## config.mk

```make
export PLATFORM = sky130hd
export DESIGN_NAME = alu_rr_arbiter_flat
export DESIGN_NICKNAME = d
export VERILOG_FILES = /design/src/rtl/alu_rr_arbiter_if.sv /design/src/rtl/alu_rr_arbiter.sv /design/src/flat_wrapper.sv
export SDC_FILE = /design/constraint.sdc
export NUM_CORES = 1
export LEC_CHECK = 0
export ABC_AREA = 0
export BUFFER_PORTS_ARGS = -buffer_cell sky130_fd_sc_hd__buf_2
export CAP_MARGIN = 20
export CORE_UTILIZATION = 38
export DETAILED_ROUTE_END_ITERATION = 16
export MAX_ROUTING_LAYER = met4
export PLACE_DENSITY_LB_ADDON = 0.25
export SYNTH_ARGS = -nofsm -noshare
export SYNTH_HDL_FRONTEND = slang
export SYNTH_SLANG_ARGS = --single-unit
```

## constraint.sdc

```tcl
create_clock -name clk -period 3.8 [get_ports clk]
set_input_delay 0.19 -clock clk [delete_from_list [all_inputs] [get_ports clk]]
set_output_delay 0.19 -clock clk [all_outputs]
set_load 0.05 [all_outputs]
```

## src/rtl/alu_rr_arbiter_if.sv

```systemverilog
// Request/result bundle between the issuing clients and the shared ADD/XOR ALU arbiter.
// master drives requests and consumes results; slave is the arbiter side.
interface alu_rr_arbiter_if #(
  parameter int unsigned NUM_REQ = 4,
  parameter int unsigned ID_W    = 2,
  parameter int unsigned WIDTH   = 16
);
  logic [NUM_REQ-1:0]       req_valid;
  logic [NUM_REQ-1:0]       req_ready;
  logic [NUM_REQ*WIDTH-1:0] req_a;
  logic [NUM_REQ*WIDTH-1:0] req_b;
  logic [NUM_REQ-1:0]       req_sel;
  logic                     res_valid;
  logic                     res_ready;
  logic [WIDTH-1:0]         res_data;
  logic [ID_W-1:0]          res_id;
  logic                     busy;

  modport master (
    output req_valid, req_a, req_b, req_sel, res_ready,
    input  req_ready, res_valid, res_data, res_id, busy
  );

  modport slave (
    input  req_valid, req_a, req_b, req_sel, res_ready,
    output req_ready, res_valid, res_data, res_id, busy
  );
endinterface

```

## src/rtl/alu_rr_arbiter.sv

```systemverilog
// Round-robin arbiter sharing one ADD/XOR ALU between NUM_REQ requesters.
// One operation per grant: IDLE (accept) -> EXEC (compute) -> HOLD (result until taken).
module alu_rr_arbiter #(
  parameter int unsigned NUM_REQ = 4,
  parameter int unsigned ID_W    = 2,
  parameter int unsigned WIDTH   = 16
) (
  input  logic            clk,
  input  logic            rst,
  alu_rr_arbiter_if.slave bus
);

  typedef enum logic [1:0] {StIdle, StExec, StHold} state_e;

  state_e           state_q;
  logic [ID_W-1:0]  rr_ptr_q;
  logic [ID_W-1:0]  id_q;
  logic [WIDTH-1:0] a_q;
  logic [WIDTH-1:0] b_q;
  logic             sel_q;
  logic [WIDTH-1:0] res_data_q;
  logic [ID_W-1:0]  res_id_q;
  logic             res_valid_q;

  logic [WIDTH-1:0] a_arr [NUM_REQ];
  logic [WIDTH-1:0] b_arr [NUM_REQ];

  for (genvar i = 0; i < NUM_REQ; i++) begin : g_unpack
    assign a_arr[i] = bus.req_a[i*WIDTH +: WIDTH];
    assign b_arr[i] = bus.req_b[i*WIDTH +: WIDTH];
  end

  // Search starts just past the last winner, so it has lowest priority next round.
  logic            grant_found;
  logic [ID_W-1:0] grant_idx;

  always_comb begin
    grant_found = 1'b0;
    grant_idx   = '0;
    for (int unsigned k = 1; k <= NUM_REQ; k++) begin
      if (!grant_found && bus.req_valid[ID_W'((32'(rr_ptr_q) + k) % NUM_REQ)]) begin
        grant_found = 1'b1;
        grant_idx   = ID_W'((32'(rr_ptr_q) + k) % NUM_REQ);
      end
    end
  end

  // Gated by rst so no transfer is advertised on an edge that reset will discard.
  always_comb begin
    bus.req_ready = '0;
    if (!rst && state_q == StIdle && grant_found) begin
      bus.req_ready[grant_idx] = 1'b1;
    end
  end

  logic [WIDTH-1:0] alu_res;
  assign alu_res = sel_q ? (a_q ^ b_q) : (a_q + b_q);

  always_ff @(posedge clk) begin
    if (rst) begin
      state_q     <= StIdle;
      rr_ptr_q    <= ID_W'(NUM_REQ - 1);
      id_q        <= '0;
      a_q         <= '0;
      b_q         <= '0;
      sel_q       <= 1'b0;
      res_data_q  <= '0;
      res_id_q    <= '0;
      res_valid_q <= 1'b0;
    end else begin
      unique case (state_q)
        StIdle: begin
          if (grant_found) begin
            a_q      <= a_arr[grant_idx];
            b_q      <= b_arr[grant_idx];
            sel_q    <= bus.req_sel[grant_idx];
            id_q     <= grant_idx;
            rr_ptr_q <= grant_idx;
            state_q  <= StExec;
          end
        end
        StExec: begin
          res_data_q  <= alu_res;
          res_id_q    <= id_q;
          res_valid_q <= 1'b1;
          state_q     <= StHold;
        end
        StHold: begin
          if (bus.res_ready) begin
            res_valid_q <= 1'b0;
            state_q     <= StIdle;
          end
        end
        default: state_q <= StIdle;
      endcase
    end
  end

  assign bus.res_valid = res_valid_q;
  assign bus.res_data  = res_data_q;
  assign bus.res_id    = res_id_q;
  assign bus.busy      = (state_q != StIdle);

endmodule

```

## src/flat_wrapper.sv

```systemverilog
// flat-port wrapper written by rule: the top's interface ports become plain ports
module alu_rr_arbiter_flat 
#(
  parameter int unsigned NUM_REQ = 4,
  parameter int unsigned ID_W    = 2,
  parameter int unsigned WIDTH   = 16
)
  (clk, rst, bus_req_valid, bus_req_a, bus_req_b, bus_req_sel, bus_res_ready, bus_req_ready, bus_res_valid, bus_res_data, bus_res_id, bus_busy);
  alu_rr_arbiter_if #(.NUM_REQ(NUM_REQ), .ID_W(ID_W), .WIDTH(WIDTH)) bus_i ();
  input  logic clk;
  input  logic rst;
  input wire logic [$bits(bus_i.req_valid)-1:0] bus_req_valid;
  input wire logic [$bits(bus_i.req_a)-1:0] bus_req_a;
  input wire logic [$bits(bus_i.req_b)-1:0] bus_req_b;
  input wire logic [$bits(bus_i.req_sel)-1:0] bus_req_sel;
  input wire logic [$bits(bus_i.res_ready)-1:0] bus_res_ready;
  output wire logic [$bits(bus_i.req_ready)-1:0] bus_req_ready;
  output wire logic [$bits(bus_i.res_valid)-1:0] bus_res_valid;
  output wire logic [$bits(bus_i.res_data)-1:0] bus_res_data;
  output wire logic [$bits(bus_i.res_id)-1:0] bus_res_id;
  output wire logic [$bits(bus_i.busy)-1:0] bus_busy;
  assign bus_i.req_valid = bus_req_valid;
  assign bus_i.req_a = bus_req_a;
  assign bus_i.req_b = bus_req_b;
  assign bus_i.req_sel = bus_req_sel;
  assign bus_i.res_ready = bus_res_ready;
  assign bus_req_ready = bus_i.req_ready;
  assign bus_res_valid = bus_i.res_valid;
  assign bus_res_data = bus_i.res_data;
  assign bus_res_id = bus_i.res_id;
  assign bus_busy = bus_i.busy;
  alu_rr_arbiter #(.NUM_REQ(NUM_REQ), .ID_W(ID_W), .WIDTH(WIDTH)) u_core (.clk(clk), .rst(rst), .bus(bus_i));
endmodule
```

==> results.py <==
metrics = {
    "setup_path": {
        "r2r-start": "u_core.rr_ptr_q[0]",
        "cp_max_fo": 24,
        "r2r_slack_ns": 1.50,
        "reg2regPathDepth": 6,
        "path_class": "register to primary output",
        "cp_slowest_cell": "or4_1",
        "worst_ep_required_time_ns": 3.61,
        "crit_path_start_kind": "register",
        "cp_cell_sequence": "nor2b_1 -> nor3_2 -> a31oi_1 -> or4_1 -> nor2_1 -> buf_2",
        "endpoint_kind": "primary output",
        "reg2reg_to": "u_core.a_q[0]",
        "critPathArrivalTime_ns": 2.50,
        "max_stage_delay_ns": 0.91,
    },
    "grt": {
        "antenna_found_initial": 0,
        "grt_use_total": 0.206,
        "grt_max_degree": 43,
        "grt_pass1_wl_um": 16100,
        "grt-ovfl-total": 0,
        "grt_pass1_vias": 3496,
    },
    "clock_tree": {
        "htree_levels": 3,
        "cts_hold_buf": 0,
        "worstSkewPairLatency_ns": 0.34,
        "tritoncts": "built",
        "cts-resized-gates": 0,
        "post_cts_buffers": 0,
        "clkTransAtPathRegs_ns": 0.07,
        "numCtsBuffers": 9,
        "root_buffer": "clkbuf_8",
        "clockBufferDepth": 2,
        "cts_sinks": 58,
    },
    "route": {
        "wl_per_cell_um": 14.2,
        "vias": 3723,
        "ant_nets": 0,
        "drt-total-wl_um": 9960,
        "vias_per_cell": 5.30,
        "drc_errors": 0,
        "drtIter0Drc": 213,
        "first_pass_iters": 5,
    },
    "sta": {
        "setup-tns-final_ns": 0,
        "max_freq_ghz": 0.372,
        "slew_headroom": 0.428,
        "hold_viol_final": 0,
        "worst_slew_pin_slew_ns": 0.858,
        "fin_crit_sh": 0.708,
        "rsz0062_at_grt": "no",
        "setup_viol": 0,
        "fin_ws_ns": 1.11,
        "skew_ns": 0.00771,
        "finalMaxSlewViolations": 0,
        "finalCriticalPeriod_ns": 2.69,
    },
    "pwr": {
        "power_frac_seq": 0.361,
        "netSwitchingFraction": 0.379,
        "power_mw": 2.19,
        "p_per_area_nw_per_um2": 463,
        "pwr-share-clk": 0.255,
        "p_leak_nw": 2.37,
        "worst_ir_drop_vdd_uv": 219,
        "p_switching_mw": 0.828,
        "pwr-share-comb": 0.383,
        "intPower_mw": 1.36,
    },
    "logic_synthesis": {
        "avgSynthCellArea_um2": 8.72,
        "synth_ff_type": "dfxtp_1",
        "synthesis.area_um2": 3640,
        "synth_area_leaders": "dfxtp_1 (32%), mux2i_1 (18%), o221ai_1 (7.9%)",
        "synth_top_cell_area_share": 0.319,
        "synth-edff-count": 0,
        "async_reset_ff_frac": 0,
        "yosys_warnings": 0,
        "ys_ff_latch": 58,
        "synth_nets": 572,
        "syn_inst": 417,
        "ys_seq_area_frac": 0.319,
        "yosys.area.top_type": "dfxtp_1",
        "ys_types": 50,
    },
    "hold_path": {
        "min_path_cells": 3,
        "worst_hold_path.endpoint": "u_core.state_q[1]",
        "min_from": "bus_res_ready",
        "hold_class": "input pin to register",
    },
    "layout": {
        "stdcell_count": 702,
        "drive_gt1_frac": 0.332,
        "diodes": 0,
        "fillers": 903,
        "area_delta_synth_final_pct": 29.8,
        "nets": 724,
        "fin_area_um2": 4720,
    },
    "placement": {
        "gp_congestion": 0.887,
        "pre_cts_ws_ns": 1.48,
        "place_hpwl_um": 7810,
        "place_area_um2": 4530,
        "placedCellCount": 687,
        "port_buffers": 162,
    },
    "floorplan": {
        "die-width_um": 99.8,
        "io_pins": 163,
        "initial_core_util": 0.394,
        "fp.dieH_um": 99.8,
        "num_rows": 35,
        "core_area_um2": 9240,
        "die-area_um2": 9970,
    },
    "run": {
        "drv_cap": 0,
    },
    "outcome": {
        "status": "complete, no violations",
    },
}
## final cells by class
type / count / area [µm²] / area share
clock inverter: 5 / 55.1 / 0.0117
timing repair buffer: 168 / 856 / 0.181
clock buffer: 10 / 138 / 0.0292
inverter: 8 / 30.0 / 0.00636
tap: 129 / 161 / 0.0342
multi-input combinational: 324 / 2320 / 0.491
sequential: 58 / 1160 / 0.246
## state kept, by name, summed over array words and instances, names as in the netlist
register,count
u_core.id_q,2
u_core.sel_q,1
u_core.bus.res_data,16
u_core.b_q,16
u_core.bus.res_id,2
u_core.bus.res_valid,1
u_core.state_q,2
u_core.a_q,16
u_core.rr_ptr_q,2
## Yosys cell counts, drive strengths merged (6+ instances only)
| cell type | instances |
|---|---|
| a211oi | 8 |
| a21o | 6 |
| a21oi | 23 |
| buf | 11 |
| clkbuf | 16 |
| dfxtp | 58 |
| ha | 15 |
| inv | 8 |
| mux2i | 67 |
| nand2 | 55 |
| nand3 | 8 |
| nor2 | 25 |
| nor2b | 7 |
| nor3 | 9 |
| o21ai | 11 |
| o221ai | 33 |
## how the worst max path moves through the flow
stage	start	end	slack, ns
final	u_core.rr_ptr_q[0]	bus_req_ready[2]	1.11
after detailed placement	bus_req_valid[3]	bus_req_ready[2]	1.48
after floorplan	u_core.state_q[0]	bus_req_ready[2]	1.35
after global placement	bus_req_valid[3]	bus_req_ready[0]	1.49
after global routing	u_core.rr_ptr_q[0]	bus_req_ready[0]	0.97
after CTS	u_core.rr_ptr_q[0]	bus_req_ready[2]	1.10
## critical path: cells and delay by family (launching register included)
| family | cells | cell delay (ns) |
|---|---|---|
| and+or+nand+nor | 4 | 1.37 |
| DFF | 1 | 0.39 |
| buffers and inverters | 1 | 0.29 |
| AOI/OAI and AO/OA | 1 | 0.10 |
## stage by stage
step	utilization	hold slack, ns
after global routing	0.511	0.148
after global placement	0.490	0.444
after CTS	0.511	0.121
final	0.511	0.131
after detailed placement	0.490	0.448
after floorplan	-	0.376
## cells in the final DEF, fill, tap and decap left out, drive strengths merged, types with 3 or more instances in the layout
master and instances:
a211oi 8, a21o 6, a21oi 23, buf 168, clkbuf 10, dfxtp 58
ha 15, inv 8, mux2i 67, nand2 55, nand2b 4, nand3 8
nand3b 4, nand4 3, nor2 25, nor2b 7, nor3 9, o2111ai 3
o21ai 11, o221ai 33, o22ai 3, or3 4, or4 3, xor2 3
## power by group through the flow
stage          Sequential [mW]  Clock (mW)  Combinational [mW]
2_1_floorplan            0.860           0               0.536
3_3_place_gp             0.799           0               0.819
3_5_place_dp             0.803           0               0.831
4_1_cts                  0.790       0.572               0.836
5_1_grt                  0.802       0.599               0.916
6_report                 0.790       0.559               0.838
## routing by layer
layer / GRT usage / vias to the layer above / part of all wire
met4: 0.0611 / 0 / 0.013
met2: 0.321 / 140 / 0.45
met5: - / - / 0
li1: - / 1875 / -
met1: 0.272 / 1693 / 0.48
met3: 0.0376 / 15 / 0.056
## cells by family (layout without fill, tap and decap cells)
group / count (synthesis) / count (layout) / share of synthesized area
buffers and inverters: 35 / 191 / 0.0454
adders and majority gates: 16 / 16 / 0.0571
xor gates and xnor gates: 5 / 5 / 0.0120
AOI/OAI and AO/OA: 107 / 107 / 0.215
DFF: 58 / 58 / 0.319
and+or+nand+nor: 128 / 128 / 0.164
muxes: 68 / 68 / 0.187
Note: power is estimated with default switching activity, not from simulation.
